$ cat src/rtl/iob_cache_fe_pipe_pkg.sv
// Shared widths and response encoding for the cache front-end pipe.
// Word-address and packed queue-entry widths derive from the byte geometry.
package iob_cache_fe_pipe_pkg;

  function automatic int fe_word_addr_w(input int addr_w, input int data_w);
    return addr_w - $clog2(data_w / 8);
  endfunction

  function automatic int fe_entry_w(input int addr_w, input int data_w);
    return fe_word_addr_w(addr_w, data_w) + data_w + data_w / 8;
  endfunction

  typedef enum logic [1:0] {
    RSP_NONE,
    RSP_READ,
    RSP_WRITE
  } rsp_e;

endpackage

$ cat src/rtl/iob_fe_req_fifo.sv
// Request queue: register array with wrapping pointers and a level count.
// The head entry is read combinationally so it can drive the cache port.
module iob_fe_req_fifo #(
  parameter int ENTRY_W = 8,
  parameter int DEPTH_W = 1
) (
  input  logic               clk,
  input  logic               reset_n,
  input  logic               push,
  input  logic               pop,
  input  logic [ENTRY_W-1:0] din,
  output logic [ENTRY_W-1:0] head,
  output logic [DEPTH_W:0]   level
);

  localparam int DEPTH = 2 ** DEPTH_W;

  logic [ENTRY_W-1:0] mem_q [DEPTH];
  logic [DEPTH_W-1:0] wr_ptr;
  logic [DEPTH_W-1:0] rd_ptr;

  always_ff @(posedge clk or negedge reset_n) begin
    if (!reset_n) begin
      wr_ptr <= '0;
      rd_ptr <= '0;
      level  <= '0;
      for (int i = 0; i < DEPTH; i++) begin
        mem_q[i] <= '0;
      end
    end else begin
      if (push) begin
        mem_q[wr_ptr] <= din;
        wr_ptr        <= wr_ptr + 1'b1;
      end
      if (pop) begin
        rd_ptr <= rd_ptr + 1'b1;
      end
      if (push && !pop) begin
        level <= level + 1'b1;
      end else if (pop && !push) begin
        level <= level - 1'b1;
      end
    end
  end

  assign head = mem_q[rd_ptr];

endmodule

$ cat src/rtl/iob_cache_fe_pipe.sv
// CPU-to-cache request pipe: queues requests, replays the head until ready,
// and returns a registered one-cycle read/write completion.
module iob_cache_fe_pipe
  import iob_cache_fe_pipe_pkg::*;
#(
  parameter int FE_ADDR_W = 32,
  parameter int FE_DATA_W = 32,
  parameter int DEPTH_W   = 1,
  parameter int BUBBLE    = 0,
  localparam int WA_W     = fe_word_addr_w(FE_ADDR_W, FE_DATA_W),
  localparam int SW       = FE_DATA_W / 8
) (
  input  logic                 clk,
  input  logic                 reset_n,
  input  logic                 cpu_valid,
  input  logic [WA_W-1:0]      cpu_addr,
  input  logic [FE_DATA_W-1:0] cpu_wdata,
  input  logic [SW-1:0]        cpu_wstrb,
  output logic                 cpu_ack,
  output logic                 cpu_rvalid,
  output logic                 cpu_wdone,
  output logic [FE_DATA_W-1:0] cpu_rdata,
  output logic                 valid,
  output logic [WA_W-1:0]      addr,
  output logic [FE_DATA_W-1:0] wdata,
  output logic [SW-1:0]        wstrb,
  input  logic [FE_DATA_W-1:0] rdata,
  input  logic                 ready,
  output logic [DEPTH_W:0]     level,
  output logic                 proto_err
);

  localparam int ENTRY_W = fe_entry_w(FE_ADDR_W, FE_DATA_W);
  localparam logic [DEPTH_W:0] FULL = (DEPTH_W + 1)'(2 ** DEPTH_W);

  logic               push;
  logic               pop;
  logic               bubble;
  logic [ENTRY_W-1:0] head;
  rsp_e               rsp_q;
  rsp_e               rsp_d;

  // ack depends only on the registered level, never on ready
  assign cpu_ack = (level != FULL);
  assign push    = cpu_valid & cpu_ack;
  assign valid   = (level != '0) & ~bubble;
  assign pop     = valid & ready;

  iob_fe_req_fifo #(
    .ENTRY_W (ENTRY_W),
    .DEPTH_W (DEPTH_W)
  ) u_fifo (
    .clk     (clk),
    .reset_n (reset_n),
    .push    (push),
    .pop     (pop),
    .din     ({cpu_addr, cpu_wdata, cpu_wstrb}),
    .head    (head),
    .level   (level)
  );

  assign {addr, wdata, wstrb} = head;

  if (BUBBLE != 0) begin : g_bubble
    always_ff @(posedge clk or negedge reset_n) begin
      if (!reset_n) begin
        bubble <= 1'b0;
      end else begin
        bubble <= pop;
      end
    end
  end else begin : g_no_bubble
    assign bubble = 1'b0;
  end

  always_comb begin
    rsp_d = RSP_NONE;
    unique case (1'b1)
      pop & ~|wstrb: rsp_d = RSP_READ;
      pop & |wstrb:  rsp_d = RSP_WRITE;
      default:       rsp_d = RSP_NONE;
    endcase
  end

  always_ff @(posedge clk or negedge reset_n) begin
    if (!reset_n) begin
      rsp_q     <= RSP_NONE;
      cpu_rdata <= '0;
      proto_err <= 1'b0;
    end else begin
      rsp_q <= rsp_d;
      if (rsp_d == RSP_READ) begin
        cpu_rdata <= rdata;
      end
      // stray ready is flagged but otherwise has no effect
      if (ready && !valid) begin
        proto_err <= 1'b1;
      end
    end
  end

  assign cpu_rvalid = (rsp_q == RSP_READ);
  assign cpu_wdone  = (rsp_q == RSP_WRITE);

endmodule

$ cat config.mk
export PLATFORM = sky130hd
export DESIGN_NAME = iob_cache_fe_pipe
export DESIGN_NICKNAME = d
export VERILOG_FILES = /design/src/rtl/iob_cache_fe_pipe_pkg.sv /design/src/rtl/iob_fe_req_fifo.sv /design/src/rtl/iob_cache_fe_pipe.sv
export SDC_FILE = /design/constraint.sdc
export NUM_CORES = 1
export LEC_CHECK = 0
export ABC_AREA = 0
export BUFFER_PORTS_ARGS = -buffer_cell sky130_fd_sc_hd__buf_2
export CORE_MARGIN = 3
export CORE_UTILIZATION = 52
export DETAILED_ROUTE_END_ITERATION = 10
export PLACE_DENSITY = 0.82
export SLEW_MARGIN = 20
export SYNTH_ARGS = -nofsm -noshare
export SYNTH_HDL_FRONTEND = slang
export SYNTH_HIERARCHICAL = 1
export SYNTH_SLANG_ARGS = --single-unit
$ cat constraint.sdc
create_clock -name clk -period 3 [get_ports clk]
set_input_delay 0.3 -clock clk [delete_from_list [all_inputs] [get_ports clk]]
set_output_delay 0.3 -clock clk [all_outputs]
set_load 0.1 [all_outputs]
After elaboration in Yosys (flattened, before gate mapping)
Cells that the tools add are included.

Add/sub/neg operators: 4. Order comparisons: 3. Eq/ne operators: 4. Multiplexer cells: 9. Bitwise operators: 6. Reductions and logical operators: 11.

Operators by type and width (number): 66-bit two-way mux (4); 132-bit bitwise mux (1); 66-bit demux with 1-bit select (1); 1-bit AND (4); 2-bit by 1-bit equality test with 1-bit output, second input constant (2); 2-bit >= comparator, second input constant (2); 1-bit logical AND (4); 1-bit logical NOT (4); 2-bit two-way mux (2); 1-bit NOT with 2-bit output (2); 2-bit one-hot mux with 2 select lines (1); 2-bit nonzero test (2); 4-bit OR reduction (1); 1-bit adder, second input constant (2); 2-bit by 1-bit adder with 2-bit output, second input constant (1); 2-bit equality test, second input constant (1); 2-bit by 1-bit < comparator with 1-bit output, second input constant (1); 2-bit != test, second input constant (1); 2-bit by 1-bit subtractor with 2-bit output, second input constant (1).

Bits in registers: 171. Input bits: 102. Output and inout port bits: 105. Logic and storage cells: 45.

Logic depth before layout (Yosys ltp)
Word-level depth: 9. Gate-level depth with buffers: 7. Depth with buffers taken out: 7.

Hierarchy
The synthesis kept the hierarchy.

Modules (own cells, without submodules): iob_fe_req_fifo (times used 1, cells each 365, area an instance 5869.4 um^2, seq. area each 3403.3 um^2); iob_cache_fe_pipe (times used 1, cells each 82, area an instance 1347.5 um^2, seq. area each 875.8 um^2).

Least setup slack after synthesis
No wires, ideal clock.

Kind: reg-to-reg. Start: register u_fifo.level[1]. End: register u_fifo/mem_q[25] in the netlist's numbering. Library setup time: 0.127 ns. Arrival time: 2.993 ns. Required time: 2.873 ns. Setup slack: -0.120 ns. Cell stages (with the launch flop): 7. Path buffers: 2. Clock period less this slack: 3.120 ns. Cells stage by stage: dfrtp_1 > nand2b_1 > and2_1 > nand2_1 > buf_4 > buf_6 > mux2_1.

Longest elaborated chain between the ends: 2.

RTL lines: from (decl) (line iob_fe_req_fifo.sv:13) `output logic [DEPTH_W:0] level`; from (signal assigned) (line iob_fe_req_fifo.sv:39) `level <= level + 1'b1;`; from (signal assigned) (line iob_fe_req_fifo.sv:41) `level <= level - 1'b1;`; 2-bit != test (line iob_cache_fe_pipe.sv:44) `assign cpu_ack = (level != FULL);`; net cpu_ack (line iob_cache_fe_pipe.sv:19) `output logic cpu_ack,`; 1-bit AND (line iob_cache_fe_pipe.sv:45) `assign push = cpu_valid & cpu_ack;`; net push (line iob_cache_fe_pipe.sv:36) `logic push;`; to (signal, indexed assignment) (line iob_fe_req_fifo.sv:32) `mem_q[wr_ptr] <= din;`; to (decl) (line iob_fe_req_fifo.sv:18) `logic [ENTRY_W-1:0] mem_q [DEPTH];`.

The timed path passes the listed nets, and every way through them passes these cells. A chain may end at the register's enable or synchronous reset.

Worst setup path in the final report
Start: register u_fifo.rd_ptr. End: output port addr[5].

Longest elaborated chain between the ends: 4.

RTL lines: from (decl) (line iob_fe_req_fifo.sv:20) `logic [DEPTH_W-1:0] rd_ptr;`; from (signal assigned) (line iob_fe_req_fifo.sv:36) `rd_ptr <= rd_ptr + 1'b1;`; 1-bit NOT with 2-bit output (not written as such) (line iob_fe_req_fifo.sv:46) `assign head = mem_q[rd_ptr];`; 66-bit two-way mux (not written as such) (3 in a row) (line iob_fe_req_fifo.sv:46); to (decl) (line iob_cache_fe_pipe.sv:24) `output logic [WA_W-1:0] addr,`.

Every way passes these cells. The select of a mux whose other input is x is not followed.

==> run_results.csv <==
group,metric,value,unit
status,status,"finished clean",
hold_path,min_to,"cpu_rdata[6]",
logic_synthesis,synth_seq_cells,171,
floorplanning,start_util,0.539,
clock_tree,clock_latency,0.42,ns
setup_path,reg2reg_from,"u_fifo/rd_ptr",
logic_synthesis,yosysWarnings,6,
final_layout,fillers,990,
clock_tree,cts_buffer_depth,2,
logic_synthesis,synth_nets,550,
detailed_routing,dr.pass1.iters,5,
sta,finalSetupViolCount,0,
placement,port_buffers,206,
setup_path,worstSetupPathType,"flop to output port",
logic_synthesis,synth_commonest_cells,"171 x dfrtp_1, 158 x mux2_2, 72 x mux2_1",
detailed_routing,num_vias,4377,
sta,slew_violations,0,
setup_path,timing.rr.end,"cpu_rdata[19]",
grt,grt_max_degree,80,
detailed_routing,wire_per_inst,17.2,µm
final_layout,num-nets-final,762,
logic_synthesis,yosys-top-cells-area,"dfrtp_1 59%, mux2_2 25%, mux2_1 11%",
run,maxCapViolations,0,
sta,fin_crit,2.35,ns
hold_path,whs_path_depth,2,
sta,slew_headroom,0.541,
clock_tree,clk_pin_slew,0.06,ns
logic_synthesis,ys_types,20,
hold_path,hp-start,"rdata[6]",
detailed_routing,ant_nets,0,
setup_path,ff2ff_setup_slack,0.71,ns
logic_synthesis,synth_area,7220,µm²
logic_synthesis,yosysMostFrequentCell,"dfrtp_1",
grt,grt_pass1_wl,22900,µm
logic_synthesis,synthArstFlopShare,1.00,
logic_synthesis,postSynthCellCount,447,
logic_synthesis,yosysTopAreaCell,"dfrtp_1",
setup_path,cp_max_fo,38,
sta,fin_crit_sh,0.785,
setup_path,ff2ff_path_depth,5,
logic_synthesis,synth.avg_cell_area,16.1,µm²
clock_tree,cts.sinks,171,
sta,max_freq,425,MHz
floorplanning,die_y,124,µm
clock_tree,cts_max_level,4,
clock_tree,cts-root-buf,"clkbuf_16",
placement,dp_hpwl,10300,µm
floorplanning,num_rows,42,
grt,grt_usage,0.194,
grt,gr-total-overflow,0,
floorplanning,ios,207,
clock_tree,cts_tree,"yes",
final_layout,area_growth,24.5,%
placement,place_congestion,0.750,
final_layout,drive_above_1_share,0.613,
grt,grt_pass1_vias,4735,
logic_synthesis,ys_seq_area_frac,0.593,
setup_path,cp-end-kind,"output port",
final_layout,diodes,0,
sta,finalHoldViolations,0,
setup_path,cp.arrival,2.05,ns
detailed_routing,wl,14500,µm
logic_synthesis,synth_top_area_share,0.593,
detailed_routing,drt_iter0_markers,172,
sta,max_slew.worst_pin.slew,0.688,ns
clock_tree,cts_buffers,17,
sta,tns,0,ns
floorplanning,die_area,15300,µm²
sta,finClkSkew,0.00696,ns
setup_path,crit_required,2.70,ns
clock_tree,post_cts.repair.setup_buffers,0,
hold_path,hp-class,"primary input to flop",
logic_synthesis,ys.flop_type,"dfrtp_1",
detailed_routing,drcViolationCount,0,
setup_path,start_kind,"flop",
floorplanning,design.core.area,13400,µm²
floorplanning,die_w,124,µm
grt,antenna_found_initial,0,
logic_synthesis,synth_edf_count,0,
detailed_routing,vias_per_cell,5.16,
sta,rsz0062_at_grt,"no",
==> kinds of logic (layout without fill, tap and decap cells) <==
family | Yosys count | in the layout | share of synthesized area
XOR/XNOR | 5 | 5 | 0.00607
adder cells (fa/ha/maj) | 1 | 1 | 0.00173
flip-flops | 171 | 171 | 0.593
AND/OR/NAND/NOR | 11 | 11 | 0.0102
multiplexers | 230 | 230 | 0.359
AO/OA/AOI/OAI | 2 | 2 | 0.00173
buffers and inverters | 27 | 252 | 0.0284
==> state kept, by name, indices dropped and copies added, names as in the netlist <==
register       count
u_fifo/rd_ptr      1
u_fifo/mem_q     132
proto_err          1
rsp_q              2
u_fifo/level       2
u_fifo/wr_ptr      1
cpu_rdata         32
==> worst max-delay path by stage <==
stage,startpoint,cells past startpoint,endpoint,slack [ns]
2_1_floorplan,u_fifo/level[0],6,u_fifo/mem_q[100],0.18
3_3_place_gp,u_fifo/rd_ptr,5,cpu_rdata[21],0.76
3_5_place_dp,u_fifo/rd_ptr,5,cpu_rdata[21],0.70
4_1_cts,u_fifo/rd_ptr,3,addr[24],0.63
5_1_grt,u_fifo/rd_ptr,3,addr[24],0.57
6_report,u_fifo/rd_ptr,3,addr[5],0.65
==> critical path, cell delays in order (launching register included) <==
cell and delay, ns:
dfrtp_2 0.42, buf_4 0.47, mux2_2 0.40, buf_2 0.30
==> stage by stage <==
step                      hold slack, ns  worst slack [ns]  cell area [µm²]  std cells  utilization
after CTS                         0.0745             0.628             8990        848        0.671
after detailed placement           0.368             0.700             8370        815        0.624
final                             0.0938             0.645             8990        848        0.671
after floorplan                  0.00441             0.176             7220        447            -
after global routing              0.0760             0.570             8990        848        0.671
after global placement             0.363             0.764             8370        815        0.624
==> routing by layer <==
layer	vias up	GRT usage	share of wire
met3	31	0.0640	0.071
li1	2009	-	-
met4	0	0.0927	0.031
met2	138	0.336	0.52
met1	2199	0.214	0.38
met5	-	0	0
==> repair_timing <==
action / CTS / global route
hold buffers: 1 / 0
resized for setup: 0 / 0
endpoints found under the hold margin: 76 / 0
setup endpoints to repair: 0 / 0
==> placed cells by master (no fill, tap or decap), types with 2 or more instances in the layout <==
| cell | instances |
|---|---|
| buf_2 | 205 |
| buf_4 | 10 |
| bufinv_16 | 3 |
| clkbuf_16 | 17 |
| clkinv_2 | 3 |
| clkinv_4 | 2 |
| clkinvlp_4 | 4 |
| dfrtp_1 | 170 |
| inv_1 | 3 |
| inv_6 | 2 |
| mux2_1 | 72 |
| mux2_2 | 158 |
| nor2_1 | 2 |
| nor2b_1 | 3 |
| xor2_1 | 4 |
==> final cells by class <==
cell class	instances	area [µm²]	share of cell area
sequential	171	4280	0.476
multi-input combinational	249	2740	0.305
timing repair buffer	217	1120	0.125
clock buffer	18	439	0.0489
tap	176	220	0.0245
clock inverter	14	170	0.0189
inverter	3	11.3	0.00125
Power is left out: the tool's default activity adds up to more than one toggle a clock period on the data nets, which glitch-free logic cannot reach.
